[src/rtl/pad_io_ctrl_if.sv]
// Pad-side bundle for pad_io_ctrl: core output controls, crossbar returns and debounced inputs.
// The master modport is the core/crossbar side; the slave modport is the pad controller.
interface pad_io_ctrl_if #(
    parameter int NPads = 70,
    parameter int CntW  = 8
);
    logic [NPads-1:0] drv_en_i;
    logic [NPads-1:0] out_i;
    logic [CntW-1:0]  db_thresh_i;
    logic [NPads-1:0] dq_i;
    logic [NPads-1:0] in_o;
    logic [NPads-1:0] rise_o;
    logic [NPads-1:0] fall_o;
    logic [NPads-1:0] oe_o;
    logic [NPads-1:0] outi_o;

    modport master (
        output drv_en_i, out_i, db_thresh_i, dq_i,
        input  in_o, rise_o, fall_o, oe_o, outi_o
    );

    modport slave (
        input  drv_en_i, out_i, db_thresh_i, dq_i,
        output in_o, rise_o, fall_o, oe_o, outi_o
    );
endinterface

[src/rtl/pad_io_ctrl.sv]
// Per-pad I/O controller: registered output enable/data toward the crossbar and a
// synchronized, debounced input path with one-cycle rise/fall pulses.
module pad_io_ctrl #(
    parameter int NPads = 70,
    parameter int CntW  = 8
) (
    input logic          clk_i,
    input logic          rst_i,
    pad_io_ctrl_if.slave pads
);

    // A threshold of zero is treated as one so a change always needs one full sample.
    function automatic logic [CntW:0] eff_thresh(input logic [CntW-1:0] t);
        return (t == '0) ? (CntW+1)'(1) : {1'b0, t};
    endfunction

    logic [NPads-1:0] oe_p0;
    logic [NPads-1:0] outi_p0;
    logic [NPads-1:0] sync1_p0;
    logic [NPads-1:0] sync2_p1;
    logic [NPads-1:0] state_p2;
    logic [NPads-1:0] rise_p2;
    logic [NPads-1:0] fall_p2;
    logic [CntW-1:0]  cnt_p2 [NPads];

    logic [CntW:0]    thresh;
    logic [NPads-1:0] mismatch;
    logic [NPads-1:0] commit;

    // >= rather than == so a threshold lowered mid-count still commits promptly.
    always_comb begin
        thresh   = eff_thresh(pads.db_thresh_i);
        mismatch = sync2_p1 ^ state_p2;
        commit   = '0;
        for (int k = 0; k < NPads; k++) begin
            commit[k] = mismatch[k] &&
                        (({1'b0, cnt_p2[k]} + (CntW+1)'(1)) >= thresh);
        end
    end

    // Stage p0: output path registers and first synchronizer flop
    always_ff @(posedge clk_i or posedge rst_i) begin
        if (rst_i) begin
            oe_p0    <= '1;
            outi_p0  <= '0;
            sync1_p0 <= '0;
        end else begin
            oe_p0    <= ~pads.drv_en_i;
            outi_p0  <= pads.out_i;
            sync1_p0 <= ~pads.dq_i;
        end
    end

    // Stage p1: second synchronizer flop
    always_ff @(posedge clk_i or posedge rst_i) begin
        if (rst_i) begin
            sync2_p1 <= '0;
        end else begin
            sync2_p1 <= sync1_p0;
        end
    end

    // Stage p2: debounce counters, committed level and edge pulses
    always_ff @(posedge clk_i or posedge rst_i) begin
        if (rst_i) begin
            state_p2 <= '0;
            rise_p2  <= '0;
            fall_p2  <= '0;
            for (int k = 0; k < NPads; k++) begin
                cnt_p2[k] <= '0;
            end
        end else begin
            state_p2 <= state_p2 ^ commit;
            rise_p2  <= commit & sync2_p1;
            fall_p2  <= commit & ~sync2_p1;
            for (int k = 0; k < NPads; k++) begin
                if (!mismatch[k] || commit[k]) begin
                    cnt_p2[k] <= '0;
                end else begin
                    cnt_p2[k] <= cnt_p2[k] + CntW'(1);
                end
            end
        end
    end

    assign pads.oe_o   = oe_p0;
    assign pads.outi_o = outi_p0;
    assign pads.in_o   = state_p2;
    assign pads.rise_o = rise_p2;
    assign pads.fall_o = fall_p2;

endmodule

[src/flat_wrapper.sv]
// flat-port wrapper written by rule: the top's interface ports become plain ports
module pad_io_ctrl_flat 
#(
    parameter int NPads = 70,
    parameter int CntW  = 8
)
  (clk_i, rst_i, pads_drv_en_i, pads_out_i, pads_db_thresh_i, pads_dq_i, pads_in_o, pads_rise_o, pads_fall_o, pads_oe_o, pads_outi_o);
  pad_io_ctrl_if #(.NPads(NPads), .CntW(CntW)) pads_i ();
  input logic clk_i;
  input logic rst_i;
  input wire logic [$bits(pads_i.drv_en_i)-1:0] pads_drv_en_i;
  input wire logic [$bits(pads_i.out_i)-1:0] pads_out_i;
  input wire logic [$bits(pads_i.db_thresh_i)-1:0] pads_db_thresh_i;
  input wire logic [$bits(pads_i.dq_i)-1:0] pads_dq_i;
  output wire logic [$bits(pads_i.in_o)-1:0] pads_in_o;
  output wire logic [$bits(pads_i.rise_o)-1:0] pads_rise_o;
  output wire logic [$bits(pads_i.fall_o)-1:0] pads_fall_o;
  output wire logic [$bits(pads_i.oe_o)-1:0] pads_oe_o;
  output wire logic [$bits(pads_i.outi_o)-1:0] pads_outi_o;
  assign pads_i.drv_en_i = pads_drv_en_i;
  assign pads_i.out_i = pads_out_i;
  assign pads_i.db_thresh_i = pads_db_thresh_i;
  assign pads_i.dq_i = pads_dq_i;
  assign pads_in_o = pads_i.in_o;
  assign pads_rise_o = pads_i.rise_o;
  assign pads_fall_o = pads_i.fall_o;
  assign pads_oe_o = pads_i.oe_o;
  assign pads_outi_o = pads_i.outi_o;
  pad_io_ctrl #(.NPads(NPads), .CntW(CntW)) u_core (.clk_i(clk_i), .rst_i(rst_i), .pads(pads_i));
endmodule
[config.mk]
export PLATFORM = sky130hd
export DESIGN_NAME = pad_io_ctrl_flat
export DESIGN_NICKNAME = d
export VERILOG_FILES = /design/src/rtl/pad_io_ctrl_if.sv /design/src/rtl/pad_io_ctrl.sv /design/src/flat_wrapper.sv
export SDC_FILE = /design/constraint.sdc
export NUM_CORES = 2
export LEC_CHECK = 0
export ABC_AREA = 0
export CAP_MARGIN = 25
export CELL_PAD_IN_SITES_DETAIL_PLACEMENT = 1
export CELL_PAD_IN_SITES_GLOBAL_PLACEMENT = 1
export CORE_UTILIZATION = 35
export CTS_BUF_LIST = sky130_fd_sc_hd__clkbuf_2 sky130_fd_sc_hd__clkbuf_4 sky130_fd_sc_hd__clkbuf_8
export CTS_CLUSTER_SIZE = 20
export DETAILED_ROUTE_END_ITERATION = 10
export GPL_ROUTABILITY_DRIVEN = 1
export GPL_TIMING_DRIVEN = 1
export PLACE_DENSITY_LB_ADDON = 0.08
export SYNTH_ARGS = -nofsm -noshare
export SYNTH_HDL_FRONTEND = slang
export SYNTH_SLANG_ARGS = --single-unit
[constraint.sdc]
create_clock -name clk_i -period 39.2 [get_ports clk_i]
set_clock_uncertainty 0.2 [all_clocks]
set_input_delay 7.84 -clock clk_i [delete_from_list [all_inputs] [get_ports clk_i]]
set_output_delay 7.84 -clock clk_i [all_outputs]
set_load 0.005 [all_outputs]
* Word level (Yosys, flattened, before mapping)
Cells that the tools add are included. W data, S select, Z words.
Word-level totals: bits in registers 1050, output and inout port bits 350
Cells by class: add/sub/neg operators 140, magnitude comparators 70, muxes and demuxes 71, bitwise operators 7, reductions and logical operators 211
Operator list (count):
- $add A8 B1 Y9 const B | 70
- $ge A9 B9 Y1 | 70
- $mux W8 | 71
- $add A8 B1 Y8 const B | 70
- $not A70 Y70 | 3
- $and A70 B70 Y70 | 2
- $xor A70 B70 Y70 | 2
- $logic_and A1 B1 Y1 | 70
- $logic_not A1 Y1 | 70
- $logic_or A1 B1 Y1 | 70
- $logic_not A8 Y1 | 1

* Logic depth before layout (Yosys ltp)
depth in word-level cells 6, depth in mapped cells 13, depth with buffers taken out 11

* Worst setup path after synthesis
No wires, ideal clock.
kind input to register, from input port pads_db_thresh_i[3], to register with a tool-made name, setup time 128 ps, arrival 12541 ps, slack 26332 ps, cell stages on the path 9, cell sequence inv_1 -> a41o_1 -> ha_1 -> and3_1 -> or4_1 -> and3_1 -> o211ai_2 -> o211ai_2 -> mux2_1
RTL lines:
- from (decl) | RTL line flat_wrapper.sv:13 | input wire logic [$bits(pads_i.db_thresh_i)-1:0] pads_db_thresh_i;

==> impl_metrics.toml <==
[critical_path]
reg2reg_setup_slack_ns = 35.77
critPathKind = "input pin to flop"
cp-end-kind = "flop"
r2r_cells = 8
crit_fanout = 47
cp.arrival_ns = 12.77
r2r_start = "u_core.cnt_p2[520]$_DFF_PP0_"
crit_required_ns = 39.79
cp-start-kind = "input pin"

[synthesis]
synthDominantCellAreaShare_pct = 44.3
synth-edff-count = 0
ys_top_cells_by_area = "dfrtp_1, ha_1, xnor2_1"
ys_ff_latch = 1050
synth_cell_type_count = 74
synth_nets = 5733
synthFlopType = "dfrtp_1"
yosysWarnings = 0
synthCells = 5090
ys_seq_area_share_pct = 47.7
async_flop_share_pct = 100
syn_area_mm2 = 0.0553
yosysTopAreaCell = "dfrtp_1"
syn_avg_cell_area_um2 = 10.9

[floorplanning]
core_area_mm2 = 0.157
start_util_pct = 35.3
pin_count = 570
die_w_um = 400
fp-row-count = 145
die_y_um = 400
fp.dieArea_mm2 = 0.160

[pwr]
power_density_mw_per_mm2 = 49.9
swShare_pct = 31.7
leakage_nw = 31.5
switching_power_mw = 1.07
ir_drop_mv = 0.0313
combinationalPowerShare_pct = 24.4
power.share.clock_pct = 35.2
intPower_mw = 2.31
seq_power_share_pct = 40.4

[layout]
layout.cells.most_common = "dfrtp_1"
fin_cells = 8028
areaGrowthSynthToFinish_pct = 22.7
final_nets = 6440
layout_common_cells = "dfrtp_1, clkdlybuf4s50_1, ha_1"
drive_gt1_share_pct = 13.1

[clock_network]
cts_resized = 0
worst_skew_pair.late_latency_ns = 0.92
cts_num_sinks = 1050
clk_path_buf_depth = 3
post-cts-setup-buffers = 0
cts_hold_buf = 0
cts_buffers = 196
htree_levels = 4
cts_root_buf = "clkbuf_8"
clk_pin_slew_ns = 0.06
cts_tree = "done"

[sta]
rsz0062_at_grt = "false"
setup_viol = 0
setup_tns_ns = 0
hold_viol_final = 0
slew_violations = 0
fmax_ghz = 0.0821
slew_headroom_pct = 34.7
finalCritPeriodShare_pct = 31.1
fin_crit_ns = 12.18
worst_pin_slew_ns = 0.980

[global_route]
overflow = 0
grt_pass1_vias = 42861
antenna_found_initial = 5
grt_max_degree = 166
track_usage_pct = 18.3
grt_pass1_wl_um = 234000

[flow_run]
max_cap_violations = 0

[drt]
drt_iter0_drc = 1571
drc_errors = 0
dr_total_vias = 40318
ant_nets = 0
wl_per_cell_um = 18.1
firstDrtPassIters = 5
routed_wl_um = 145000
vias_per_cell = 5.02

[place]
dp_cells = 7656
dp_hpwl_um = 98100
routabilityCongestion = 0.752
io_buffers = 569

[worst_hold_path]
holdPathStages = 0
hp-class = "flop to flop"
hold_start = "u_core.sync1_p0[21]$_DFF_PP0_"
holdPathEnd = "u_core.sync2_p1[21]$_DFF_PP0_"

[status]
status = "complete, no violations"
-- power by group through the flow --
stage                     Clock (mW)  Sequential (mW)  Combinational, mW
after detailed placement           0             1.39              0.840
after CTS                       1.25             1.37              0.846
after global routing            1.29             1.39              0.939
after floorplan                    0             1.35              0.544
after global placement             0             1.38              0.817
final                           1.19             1.37              0.825
-- routing by layer --
layer / track usage (%) / wire length, um
met3: 4.21 / 6370
met5: 0 / 26
met2: 30.4 / 68700
met4: 5.44 / 3530
met1: 23.5 / 66300
-- cell usage after synthesis (all sizes together) (26+ instances only) --
| master | instances |
|---|---|
| mux2 | 105 |
| and3b | 138 |
| a211oi | 48 |
| ha | 423 |
| nand2b | 69 |
| a21oi | 101 |
| a31o | 26 |
| maj3 | 80 |
| nand2 | 338 |
| inv | 313 |
| a21bo | 28 |
| nor2b | 132 |
| xnor2 | 275 |
| o2111ai | 36 |
| mux2i | 36 |
| o311ai | 28 |
| nor3 | 123 |
| dfstp | 70 |
| nand3 | 269 |
| o221ai | 31 |
| o211ai | 102 |
| o21ai | 77 |
| dfrtp | 980 |
| a211o | 30 |
| a31oi | 51 |
| and3 | 121 |
| nor2 | 370 |
| xor2 | 207 |
| or3b | 27 |
| buf | 85 |
| nor3b | 183 |
-- critical path: stages --
cell and delay (ns):
buf_2 0.08, buf_4 0.49, clkinv_2 0.67, a41o_4 0.63
buf_4 0.51, ha_1 0.44, nand3_1 0.10, a311oi_1 0.29
nor4_1 0.10, maj3_1 0.36, o21ai_1 0.74, mux2_2 0.41
-- worst max path at each step --
| stage | startpoint | endpoint | slack [ns] |
|---|---|---|---|
| final | pads_db_thresh_i[2] | flop | 27.02 |
| after global routing | pads_db_thresh_i[2] | flop | 26.83 |
| after CTS | pads_db_thresh_i[2] | flop | 27.04 |
| after detailed placement | pads_db_thresh_i[2] | flop | 25.99 |
| after global placement | pads_db_thresh_i[2] | flop | 26.00 |
| after floorplan | rst_i | async pin | 1.72 |
-- state kept, by name (all words and copies together) (netlist names), named ones only --
| name | flops |
|---|---|
| u_core.cnt_p2 | 560 |
| u_core.pads.fall_o | 70 |
| u_core.pads.oe_o | 70 |
| u_core.pads.outi_o | 70 |
| u_core.pads.rise_o | 70 |
| u_core.sync1_p0 | 70 |
| u_core.sync2_p1 | 70 |
-- kinds of logic (layout without fill, tap and decap cells) --
kind of cell,count (synthesis),after routing,share of synthesized area [%]
multiplexers,141,141,2.79
AO/OA/AOI/OAI,646,646,9.45
buffers and inverters,417,1293,3.24
XOR/XNOR,482,482,7.63
adder cells (fa/ha/maj),503,503,11.0
flip-flops,1050,1050,47.7
AND/OR/NAND/NOR,1851,1851,18.2
other,0,4,0
-- layout make-up --
cell class,instances,area (um^2)
clock inverter,51,561
clock buffer,316,3920
multi-input combinational,3623,27200
tap,2058,2570
timing repair buffer,612,6050
sequential,1050,26400
antenna,4,10.0
inverter,314,1200
fill,17077,88700
-- metrics by stage --
step                      hold WS (ns)  setup slack [ns]  area, um^2  power (mW)  util (%)
after floorplan                  0.131              1.72       55300        1.90         -
after global placement           0.131             26.00       63300        2.20      40.5
after CTS                        0.131             27.04       67800        3.46      43.3
after global routing             0.135             26.83       67900        3.62      43.3
final                            0.136             27.02       67900        3.38      43.3
after detailed placement         0.136             25.99       63400        2.23      40.5
Note: power is estimated with default switching activity, not from simulation.
